### src/rtl/pc_pkg.sv
// ============================================================================
//  Module      : pc_pkg
//  Description : Shared types for the program counter: the operation
//                encoding and the fixed-priority request decoder.
//                Optional build macro: PC_RETURN_STACK_EN (stack build).
//  Revision    : 1.0 - initial release
// ============================================================================
`default_nettype none

package pc_pkg;

    // One operation is performed per clock edge
    typedef enum logic [2:0] {
        PC_HOLD   = 3'd0,
        PC_INC    = 3'd1,
        PC_BRANCH = 3'd2,
        PC_LOAD   = 3'd3,
        PC_CALL   = 3'd4,
        PC_RET    = 3'd5
    } pc_op_e;

    // Fixed priority: ret > call > load > branch > up > hold.
    // The non-stack build ties ret/call low, leaving load > branch > up.
    function automatic pc_op_e pc_decode(
        input logic i_ret,
        input logic i_call,
        input logic i_load,
        input logic i_branch,
        input logic i_up
    );
        pc_op_e w_op;
        if (i_ret)         w_op = PC_RET;
        else if (i_call)   w_op = PC_CALL;
        else if (i_load)   w_op = PC_LOAD;
        else if (i_branch) w_op = PC_BRANCH;
        else if (i_up)     w_op = PC_INC;
        else               w_op = PC_HOLD;
        return w_op;
    endfunction

endpackage

`default_nettype wire

### src/rtl/program_counter_seq_if.sv
// ============================================================================
//  Module      : program_counter_seq_if
//  Description : Request/address bundle between the fetch controller
//                (master) and the program counter (slave). The call/ret
//                and stack status signals exist only when
//                PC_RETURN_STACK_EN is defined.
//  Revision    : 1.0 - initial release
// ============================================================================
`default_nettype none

interface program_counter_seq_if #(
    parameter int AW    = 5,
    parameter int OW    = 5,
    parameter int DEPTH = 4
);

    logic          up;
    logic          load;
    logic          branch;
    logic [AW-1:0] target;
    logic [OW-1:0] offset;
    logic [AW-1:0] address;

`ifdef PC_RETURN_STACK_EN
    localparam int CW = $clog2(DEPTH) + 1;

    logic          call;
    logic          ret;
    logic [CW-1:0] stack_count;
    logic          stack_err;

    modport master (
        output up, load, branch, target, offset, call, ret,
        input  address, stack_count, stack_err
    );

    modport slave (
        input  up, load, branch, target, offset, call, ret,
        output address, stack_count, stack_err
    );
`else
    modport master (
        output up, load, branch, target, offset,
        input  address
    );

    modport slave (
        input  up, load, branch, target, offset,
        output address
    );
`endif

endinterface

`default_nettype wire

### src/rtl/pc_return_stack.sv
// ============================================================================
//  Module      : pc_return_stack
//  Description : DEPTH x AW LIFO holding return addresses, with occupancy
//                count and full/empty flags. Used only when
//                PC_RETURN_STACK_EN is defined.
//  Revision    : 1.0 - initial release
// ============================================================================
`default_nettype none

module pc_return_stack #(
    parameter int AW    = 5,
    parameter int DEPTH = 4
) (
    input  wire logic                       clock,
    input  wire logic                       clear_n,
    input  wire logic                       i_push,
    input  wire logic                       i_pop,
    input  wire logic [AW-1:0]              i_data,
    output logic      [AW-1:0]              o_data,
    output logic      [$clog2(DEPTH):0]     o_count,
    output logic                            o_full,
    output logic                            o_empty
);

    localparam int                PW      = $clog2(DEPTH);
    localparam logic [PW:0]       c_DEPTH = (PW+1)'(DEPTH);

    logic [AW-1:0] r_mem [DEPTH];
    logic [PW:0]   r_count;
    logic [PW:0]   w_top;

    // Count doubles as the write pointer; the top entry sits one below it
    assign w_top   = r_count - 1'b1;
    assign o_data  = r_mem[w_top[PW-1:0]];
    assign o_count = r_count;
    assign o_full  = (r_count == c_DEPTH);
    assign o_empty = (r_count == '0);

    // LIFO storage and occupancy; push and pop are ignored when full/empty
    always_ff @(posedge clock or negedge clear_n) begin
        if (!clear_n) begin
            r_count <= '0;
            for (int i = 0; i < DEPTH; i++) begin
                r_mem[i] <= '0;
            end
        end else if (i_push && !o_full) begin
            r_mem[r_count[PW-1:0]] <= i_data;
            r_count                <= r_count + 1'b1;
        end else if (i_pop && !o_empty) begin
            r_count <= r_count - 1'b1;
        end
    end

endmodule

`default_nettype wire

### src/rtl/program_counter_seq.sv
// ============================================================================
//  Module      : program_counter_seq
//  Description : Parametrised instruction-fetch program counter with hold,
//                increment, absolute jump and signed relative branch. When
//                PC_RETURN_STACK_EN is defined, a hardware call/return
//                stack is added. All sums wrap modulo 2^AW.
//  Revision    : 1.0 - initial release
// ============================================================================
`default_nettype none

module program_counter_seq
    import pc_pkg::*;
#(
    parameter int AW    = 5,
    parameter int OW    = 5,
    parameter int DEPTH = 4
) (
    input  wire logic               clock,
    input  wire logic               clear_n,
    program_counter_seq_if.slave    bus
);

    pc_op_e        w_op;
    logic [AW-1:0] w_offset_ext;
    logic [AW-1:0] w_next;
    logic [AW-1:0] r_address;

    // Sign-extend the branch displacement to the address width
    assign w_offset_ext = AW'($signed(bus.offset));

`ifdef PC_RETURN_STACK_EN
    localparam int CW = $clog2(DEPTH) + 1;

    logic          w_push;
    logic          w_pop;
    logic          w_full;
    logic          w_empty;
    logic [AW-1:0] w_top;
    logic [CW-1:0] w_count;
    logic          r_err;

    assign w_op   = pc_decode(bus.ret, bus.call, bus.load, bus.branch, bus.up);
    assign w_push = (w_op == PC_CALL) && !w_full;
    assign w_pop  = (w_op == PC_RET)  && !w_empty;

    pc_return_stack #(
        .AW    (AW),
        .DEPTH (DEPTH)
    ) u_stack (
        .clock   (clock),
        .clear_n (clear_n),
        .i_push  (w_push),
        .i_pop   (w_pop),
        .i_data  (r_address + 1'b1),
        .o_data  (w_top),
        .o_count (w_count),
        .o_full  (w_full),
        .o_empty (w_empty)
    );

    // Sticky error on a dropped call (full) or dropped ret (empty)
    always_ff @(posedge clock or negedge clear_n) begin
        if (!clear_n) begin
            r_err <= 1'b0;
        end else if (((w_op == PC_CALL) && w_full) || ((w_op == PC_RET) && w_empty)) begin
            r_err <= 1'b1;
        end
    end

    assign bus.stack_count = w_count;
    assign bus.stack_err   = r_err;
`else
    assign w_op = pc_decode(1'b0, 1'b0, bus.load, bus.branch, bus.up);
`endif

    // Next-address selection; dropped stack operations fall back to hold
    always_comb begin
        w_next = r_address;
        case (w_op)
            PC_INC:    w_next = r_address + 1'b1;
            PC_BRANCH: w_next = r_address + w_offset_ext;
            PC_LOAD:   w_next = bus.target;
`ifdef PC_RETURN_STACK_EN
            PC_CALL:   w_next = w_full  ? r_address : bus.target;
            PC_RET:    w_next = w_empty ? r_address : w_top;
`endif
            default:   w_next = r_address;
        endcase
    end

    // Address register, cleared asynchronously
    always_ff @(posedge clock or negedge clear_n) begin
        if (!clear_n) begin
            r_address <= '0;
        end else begin
            r_address <= w_next;
        end
    end

    assign bus.address = r_address;

endmodule

`default_nettype wire

### src/flat_wrapper.sv
// flat-port wrapper written by rule: the top's interface ports become plain ports
module program_counter_seq_flat import pc_pkg::*;
#(
    parameter int AW    = 5,
    parameter int OW    = 5,
    parameter int DEPTH = 4
)
  (clock, clear_n, bus_up, bus_load, bus_branch, bus_target, bus_offset, bus_address);
  program_counter_seq_if #(.AW(AW), .OW(OW), .DEPTH(DEPTH)) bus_i ();
  input  wire logic clock;
  input  wire logic clear_n;
  input wire logic [$bits(bus_i.up)-1:0] bus_up;
  input wire logic [$bits(bus_i.load)-1:0] bus_load;
  input wire logic [$bits(bus_i.branch)-1:0] bus_branch;
  input wire logic [$bits(bus_i.target)-1:0] bus_target;
  input wire logic [$bits(bus_i.offset)-1:0] bus_offset;
  output wire logic [$bits(bus_i.address)-1:0] bus_address;
  assign bus_i.up = bus_up;
  assign bus_i.load = bus_load;
  assign bus_i.branch = bus_branch;
  assign bus_i.target = bus_target;
  assign bus_i.offset = bus_offset;
  assign bus_address = bus_i.address;
  program_counter_seq #(.AW(AW), .OW(OW), .DEPTH(DEPTH)) u_core (.clock(clock), .clear_n(clear_n), .bus(bus_i));
endmodule
### config.mk
export PLATFORM = sky130hd
export DESIGN_NAME = program_counter_seq_flat
export DESIGN_NICKNAME = d
export VERILOG_FILES = /design/src/rtl/pc_pkg.sv /design/src/rtl/program_counter_seq_if.sv /design/src/rtl/pc_return_stack.sv /design/src/rtl/program_counter_seq.sv /design/src/flat_wrapper.sv
export SDC_FILE = /design/constraint.sdc
export NUM_CORES = 1
export LEC_CHECK = 0
export BUFFER_PORTS_ARGS = -buffer_cell sky130_fd_sc_hd__clkbuf_2
export CORE_AREA = 2 2 39 41
export CTS_CLUSTER_DIAMETER = 150
export DETAILED_ROUTE_END_ITERATION = 6
export DIE_AREA = 0 0 41 43
export HOLD_SLACK_MARGIN = 0.03
export REMOVE_ABC_BUFFERS = 1
export SETUP_SLACK_MARGIN = 0.15
export SLEW_MARGIN = 20
export SYNTH_ARGS = -nofsm -noshare
export SYNTH_HDL_FRONTEND = slang
export SYNTH_SLANG_ARGS = --single-unit
### constraint.sdc
create_clock -name clock -period 3.4 [get_ports clock]
set_clock_uncertainty 0.15 [all_clocks]
set_input_delay 0.51 -clock clock [delete_from_list [all_inputs] [get_ports clock]]
set_output_delay 0.51 -clock clock [all_outputs]
set_load 0.03 [all_outputs]
==> results of run 1 <==
through the flow:
step / cells / hold WS (ns) / total power [W] / utilization [%] / setup slack (ns)
floorplan: 53 / 0.0644 / 0.000154 / - / 1.11
global route: 93 / 0.359 / 0.000278 / 44.3 / 0.809
global placement: 88 / 0.182 / 0.000187 / 41.7 / 0.771
detailed placement: 88 / 0.185 / 0.000188 / 41.7 / 0.704
finish: 93 / 0.343 / 0.000254 / 44.3 / 1.00
CTS: 93 / 0.336 / 0.000259 / 44.3 / 0.957
cells in the mapped netlist:
master	n	area (um2)
nand2b_1	2	12.5
buf_6	1	11.3
xor2_1	1	8.76
nor3_1	2	10.0
nand3_1	1	5.00
nor2_1	4	15.0
or2_1	1	6.26
and2_1	2	12.5
fa_1	1	20.0
a21oi_1	3	15.0
a2111oi_2	1	15.0
inv_1	4	15.0
nand4b_2	1	15.0
and3_1	1	6.26
o21ai_0	3	15.0
dfrtp_1	5	125
nand2_1	7	26.3
nand4b_1	1	8.76
a21o_1	1	7.51
or4b_1	1	10.0
o2bb2ai_1	1	8.76
nor2b_1	2	12.5
mux2i_1	3	30.0
clkbuf_1	1	3.75
mux2_2	1	11.3
ha_1	4	50.1
metal layers:
| metal | part of all wire [%] | vias to the layer above | track usage [%] |
|---|---|---|---|
| met3 | 2.9 | 0 | 1.57 |
| met1 | 45 | 209 | 19.8 |
| met2 | 52 | 6 | 24.4 |
| met4 | 0 | 0 | 8.00 |
| met5 | 0 | - | 0 |
| li1 | - | 233 | - |
worst max-delay path, delay by kind of cell:
family / cells / cell delay (ns)
and+or+nand+nor: 3 / 0.60
AOI/OAI and AO/OA: 2 / 0.50
adders and majority gates: 1 / 0.43
buffers and inverters: 1 / 0.19
muxes: 1 / 0.15
final timing paths:
path,endpoint,depth (start not counted)
min in group asynchronous,u_core.bus.address[0],2
max in group asynchronous,u_core.bus.address[2],2
setup / recovery,u_core.bus.address[4],8
setup reg to reg,u_core.bus.address[4],7
hold / removal,u_core.bus.address[1],3
hold reg to reg,u_core.bus.address[0],2
cell usage in the layout, fill, tap and decap left out, types with 2 or more instances in the layout:
master | Yosys | final
a21oi_1 | 3 | 3
and2_1 | 2 | 2
clkbuf_2 | 0 | 19
clkbuf_4 | 0 | 3
dfrtp_1 | 5 | 5
ha_1 | 4 | 4
inv_1 | 4 | 4
mux2i_1 | 3 | 3
nand2_1 | 7 | 7
nand2b_1 | 2 | 2
nor2_1 | 4 | 4
nor2b_1 | 2 | 2
nor3_1 | 2 | 2
o21ai_0 | 3 | 3
layout make-up:
| class | count | area, um2 |
|---|---|---|
| tap | 16 | 20.0 |
| clock buffer | 4 | 26.3 |
| multi-input combinational | 44 | 322 |
| inverter | 4 | 15.0 |
| fill | 149 | 771 |
| sequential | 5 | 125 |
| timing repair buffer | 20 | 105 |
cells by family after synthesis:
kind of cell	count (synthesis)
simple gates	25
compound gates	9
buf+inv	6
fa+ha+maj	5
flops	5
mux	4
xor+xnor	1
report_power, final:
group           total, W  switching (W)  internal, W
logic           0.000106      0.0000610    0.0000448
clock network  0.0000675      0.0000232    0.0000443
registers      0.0000803      0.0000101    0.0000702
==> results.cfg, run 1 <==
[power]
ir_worst_vdd_uv = 206
powerDensity_nw_per_um2 = 414
leakage_nw = 0.319

[worst_setup_path]
crit_path_cell_trace = clkbuf_2, nor2b_1, nand2_1, fa_1, nand2b_1, o2bb2ai_1, mux2i_1, a2111oi_2
path_class = in -> reg
reg2reg_slack_ns = 1.35
crit_start = bus_load
arrival_ns = 2.38
slowest_stage = fa_1
critical-path-max-stage-delay_ns = 0.43
startpoint_type = input pin
worstPathRequired_ns = 3.38
cp-end-kind = flop
r2r-start = u_core.bus.address[0]
cp_max_fo = 14

[yosys]
synth-xor-area-share_pct = 1.84
ys_seq_elements = 5
synth_adder_area_share_pct = 14.7
synthCells = 55
yosysSeqAreaShare_pct = 26.2
synth-warning-count = 0
synth_area_um2 = 477
synthMuxAreaShare_pct = 8.66
synth-compound-area-share_pct = 12.9
synth_top_family_by_area = simple AND/OR/NAND/NOR gates
yosys.area_share.simple_pct = 29.4
avgSynthCellArea_um2 = 8.67
ys_types = 26

[timing]
slew_viol_final = 0
rsz0062_at_grt = false
setup_tns_ns = 0
hold_viol_final = 0
slew_headroom_pct = 77.1
setup_viol = 0
period_needed_ns = 2.40
worst_pin_slew_ns = 0.342
min_period_over_period_pct = 70.6
max_freq_mhz = 417

[detailed_routing]
via_per_inst = 4.82
vias = 448
wire_per_inst_um = 11.1
totalWireLength_um = 1030
drc = 0
ant_nets = 0
drt_iter0_drc = 4
first_pass_iters = 3

[floorplan]
num_io_pins = 20
row_count = 14
die-area_um2 = 1760
dieHeight_um = 43
die_width_um = 41
core_area_um2 = 1380
initial_core_util_pct = 34.4

[worst_hold_path]
hold_path.class = in -> reg
min_from = bus_target[1]

[clocking]
ctsResizeCount = 0
clock_sinks = 5
clk-insertion-delay-late_ns = 0.24
numCtsBuffers = 3
clk_pin_slew_ns = 0.04
cts_tree = built
cts_max_path_buffers = 2
cts_setup_buffers = 0
hold_buffers = 1
htree_levels = 1
cts-root-buf = clkbuf_4

[placement]
gp_congestion = 0.782
place_area_um2 = 577
post-dp-hpwl_um = 851
io_buffers = 19

[cells_and_area]
design_area_um2 = 613
drive_above_1_share_pct = 32.5
syn_to_final_growth_pct = 28.6
largest_reg_flops = 5
fin_nets = 98
antennaDiodeCount = 0

[status]
outcome = completed

[grt]
grt_pass1_wl_um = 1900
antenna_found_initial = 0
grt_usage_pct = 15.5
first_global_vias = 483
overflow = 0
grt_max_degree = 15

[job]
drv_cap = 0
Note: power is estimated with default switching activity, not from simulation.
==> run 2, diff against run 1 <==
Settings changed: PLACE_DENSITY set to 0.65.
Clock period 3.4 ns to 2 ns, I/O delays scaled along.
==> run 2 against run 1 <==
Via count up 7.1%. Non-clock buffer count grew 7. Sequential power up 72%. Setup slack got worse by 0.88 ns. Final cell count grew 7.5%. Core utilization is 8.4 points higher. Register-to-register slack got worse by 1.2 ns. Sequential share of layout area decreased by 3.3 points. Critical path depth is 2 higher. Total power is 96% higher. Routed wire length up 15%. Sequential cell count is the same. Largest cell class unchanged. Highest routed layer is now met4.
==> results.cfg, run 2 (synthesis results as in run 1) <==
[clocking]
clock_sinks = 5
htree_levels = 1
clk-insertion-delay-late_ns = 0.24
clk_pin_slew_ns = 0.04
cts-root-buf = clkbuf_4
numCtsBuffers = 3
cts_tree = built
cts_max_path_buffers = 2

[cells_and_area]
utilization_pct = 52.7
multi_input_comb_area_um2 = 377
fill_cells = 132
syn_to_final_growth_pct = 53.0
fin_nets = 105
drive_above_1_share_pct = 48.8
largest_reg_flops = 5
final_common_cell = clkbuf_2
antennaDiodeCount = 0
layout_common_cells = 18 x clkbuf_2, 7 x nand2_1, 7 x buf_4
seqCellArea_um2 = 125

[power]
p_total_w = 0.000497
leakage_nw = 0.367
ir_worst_vdd_uv = 273
powerDensity_nw_per_um2 = 681

[placement]
io_buffers = 19
gp_congestion = 0.727
post-dp-hpwl_um = 924

[worst_setup_path]
crit_path_cell_trace = clkbuf_8, nor2b_4, nand2b_1, ha_2, inv_2, fa_2, nand2b_4, o2bb2ai_2, mux2i_1, a2111oi_2
slowest_stage = fa_2
arrival_ns = 1.86
worstPathRequired_ns = 1.98
cp_max_fo = 6
path_class = in -> reg
startpoint_type = input pin
critPathTopFamily = adder cells
critical_path_buf_inv_count = 2
cp-end-kind = flop
critical-path-max-stage-delay_ns = 0.33

[status]
outcome = completed

[detailed_routing]
wire_per_inst_um = 11.8
ant_nets = 0
via_per_inst = 4.80
totalWireLength_um = 1180
drt_iter0_drc = 5
drc = 0
first_pass_iters = 4
vias = 480

[floorplan]
initial_core_util_pct = 34.4
die-area_um2 = 1760
row_count = 14
core_area_um2 = 1380
die_width_um = 41
num_io_pins = 20
dieHeight_um = 43

[job]
drv_cap = 0

[grt]
grt_usage_pct = 15.8
overflow = 0
antenna_found_initial = 0
first_global_vias = 497
grt_max_degree = 14
grt_pass1_wl_um = 1900

[timing]
slew_viol_final = 0
setup_tns_ns = 0
worst_pin_slew_ns = 0.351
hold_viol_final = 0
min_period_over_period_pct = 94.1
period_needed_ns = 1.88
setup_viol = 0
rsz0062_at_grt = true
max_freq_mhz = 531
slew_headroom_pct = 76.5

[worst_hold_path]
hold_path.class = in -> reg
==> run 2: changes by cell type in the layout (fill, tap and decap cells not counted), sizes merged <==
cell,previous run,this run
buf,0,7
==> run 2: metrics by stage <==
stage	hold slack, ns	setup WS [ns]	instance area, um2	std cells
5_1_grt	0.136	0.0535	729	100
4_1_cts	0.114	0.105	713	100
6_report	0.118	0.118	729	100
3_3_place_gp	-0.0281	-0.294	622	94
2_1_floorplan	-0.146	-0.152	462	53
3_5_place_dp	-0.0210	-0.340	622	94
==> run 2: worst paths after layout <==
check                                            from               endpoint  slack, ns  depth (start not counted)
worst max-delay path                       bus_branch  u_core.bus.address[4]       0.12                         10
worst min-delay path                    bus_target[0]  u_core.bus.address[0]       0.12                          3
worst max register to register  u_core.bus.address[0]  u_core.bus.address[4]       0.13                          7
worst min register to register  u_core.bus.address[0]  u_core.bus.address[0]       0.55                          3
max in group asynchronous                     clear_n  u_core.bus.address[3]       1.28                          2
min in group asynchronous                     clear_n  u_core.bus.address[1]       0.27                          2
==> run 2: layer usage <==
layer | vias up | track usage, % | share of wire [%]
met5 | - | 0 | 0
li1 | 252 | - | -
met4 | 0 | 8.00 | 1.0
met2 | 7 | 27.2 | 53
met1 | 219 | 17.7 | 43
met3 | 2 | 1.57 | 3.1
==> run 2: what timing repair did <==
action | 4_1_cts | 5_1_grt
endpoints found under the setup margin | 3 | 3
cloned | 0 | 0
setup buffers | 1 | 0
gates resized for setup | 8 | 3
hold buffers | 1 | 0
pin swaps | 1 | 4
hold endpoints to repair | 5 | 0
==> run 2: worst min-delay path, stage by stage <==
cell,delay (ns)
clkbuf_2,0.07
nand2_1,0.04
o21ai_0,0.06
==> run 2: power breakdown <==
part	leakage, nW	switching [W]	internal, W	total [W]
Combinational	0.294	0.000125	0.000117	0.000242
Sequential	0.0579	0.0000187	0.000119	0.000138
Clock	0.0150	0.0000414	0.0000754	0.000117
==> run 2: area by class of cell <==
cell class / instances / area share (%)
clock buffers: 4 / 3.60
inverters: 4 / 2.06
multi-input cells: 44 / 51.6
flip-flops and latches: 5 / 17.2
well taps: 16 / 2.74
repair buffers: 27 / 22.8
==> run 3, diff against run 2 <==
Settings changed: CTS_BUF_LIST set to sky130_fd_sc_hd__clkbuf_2 sky130_fd_sc_hd__clkbuf_4 sky130_fd_sc_hd__clkbuf_8.
==> run 3 against run 2 <==
Total power increased by 3.0%. Setup slack gained 0.0023 ns. Sequential share of layout area decreased by 0.088 points. Via count is 0.21% lower. Critical endpoint unchanged. Global-route usage stayed put. Routed wire length rose by 0.17%. Hold slack barely moved. Core utilization grew 0.27 points. Sequential power about the same. Sequential cell count unchanged. Non-clock buffer count did not move.
==> results.cfg, run 3 (synthesis results as in run 1) <==
[cells_and_area]
syn_to_final_growth_pct = 53.8
fill_cells = 132
utilization_pct = 53.0
final_common_cell = clkbuf_2
layout_common_cells = 18 x clkbuf_2, 7 x nand2_1, 7 x buf_4
antennaDiodeCount = 0
drive_above_1_share_pct = 50.0
fin_nets = 105
multi_input_comb_area_um2 = 377
largest_reg_flops = 5
fin_cells = 100
seqCellArea_um2 = 125

[timing]
max_freq_mhz = 532
rsz0062_at_grt = true
setup_viol = 0
slew_viol_final = 0
period_needed_ns = 1.88
holdWs_ns = 0.118
hold_viol_final = 0
worst_pin_slew_ns = 0.351
min_period_over_period_pct = 94.0
slew_headroom_pct = 76.5
worst_slack_ns = 0.120

[placement]
io_buffers = 19
dp_cells = 94
dp_slack_ns = -0.340
gp_congestion = 0.727
post-dp-hpwl_um = 924

[grt]
grt_pass1_wl_um = 1900
grt_max_degree = 14
antenna_found_initial = 0
grt_usage_pct = 15.8
overflow = 0
first_global_vias = 497

[floorplan]
initial_core_util_pct = 34.4
dieHeight_um = 43
core_area_um2 = 1380
num_io_pins = 20
row_count = 14
die_width_um = 41
die-area_um2 = 1760

[clocking]
htree_levels = 1
cts_tree = built
numCtsBuffers = 3
clk-insertion-delay-late_ns = 0.24
clock_sinks = 5
cts-root-buf = clkbuf_4
cts_max_path_buffers = 2
clk_pin_slew_ns = 0.04

[detailed_routing]
drc = 0
drt_iter0_drc = 3
vias = 479
ant_nets = 0
totalWireLength_um = 1180
via_per_inst = 4.79
first_pass_iters = 4
wire_per_inst_um = 11.8

[worst_setup_path]
path_class = in -> reg
arrival_ns = 1.86
startpoint_type = input pin
cp_max_fo = 6
worstPathRequired_ns = 1.98
cp-end-kind = flop

[power]
ir_worst_vdd_uv = 319
leakage_nw = 0.371
powerDensity_nw_per_um2 = 698

[job]
drv_cap = 0

[worst_hold_path]
hold_path.class = in -> reg

[status]
outcome = completed
## run 3: critical path, stage by stage
cell and delay, ns:
clkbuf_8 0.12, nor2b_4 0.13, nand2b_1 0.07, ha_2 0.18
inv_2 0.04, fa_2 0.33, nand2b_4 0.15, o2bb2ai_2 0.13
mux2i_1 0.14, a2111oi_2 0.27
## run 3: metrics by stage
step | TNS [ns] | power [W] | instance area [um2]
finish | 0 | 0.000512 | 733
global route | 0 | 0.000546 | 733
CTS | 0 | 0.000507 | 717
detailed placement | -0.657 | 0.000342 | 622
global placement | -0.559 | 0.000338 | 622
floorplan | -0.152 | 0.000262 | 462
## run 3: per-layer routing
layer  vias up  global-route usage (%)  share of wire [%]  wire length (um)
met2         7                    27.2                 53               626
li1        251                       -                  -                 -
met1       219                    17.7                 43               507
met3         2                    1.57                3.2                38
met5         -                       0                  0                 0
met4         0                    8.00               0.68                 8
## run 3: layout make-up
class                           instances  share of cell area, %
Clock buffer                            4                   4.10
Inverter                                4                   2.05
Multi-Input combinational cell         44                   51.4
Timing Repair Buffer                   27                   22.7
Tap cell                               16                   2.73
Sequential cell                         5                   17.1
## run 3: path summary, 6_finish.rpt
| check | start | depth (start not counted) | slack [ns] | to |
|---|---|---|---|---|
| min reg2reg | u_core.bus.address[0] | 3 | 0.55 | u_core.bus.address[0] |
| max in group asynchronous | clear_n | 2 | 1.29 | u_core.bus.address[3] |
| max reg2reg | u_core.bus.address[0] | 7 | 0.14 | u_core.bus.address[4] |
| max | bus_branch | 10 | 0.12 | u_core.bus.address[4] |
| min in group asynchronous | clear_n | 2 | 0.27 | u_core.bus.address[1] |
| min | bus_target[0] | 3 | 0.12 | u_core.bus.address[0] |
## run 3: where the power goes
part | internal, W | leakage, nW | switching [W] | total (W)
registers | 0.000119 | 0.0579 | 0.0000187 | 0.000138
logic | 0.000117 | 0.294 | 0.000125 | 0.000242
clock network | 0.0000890 | 0.0184 | 0.0000426 | 0.000132
## run 3: repair_timing
item	4_1_cts	5_1_grt
setup buffers	1	0
resized for setup	8	3
hold buffers	1	0
pin swaps	1	4
endpoints found under the hold margin	5	0
setup endpoints to repair	3	3
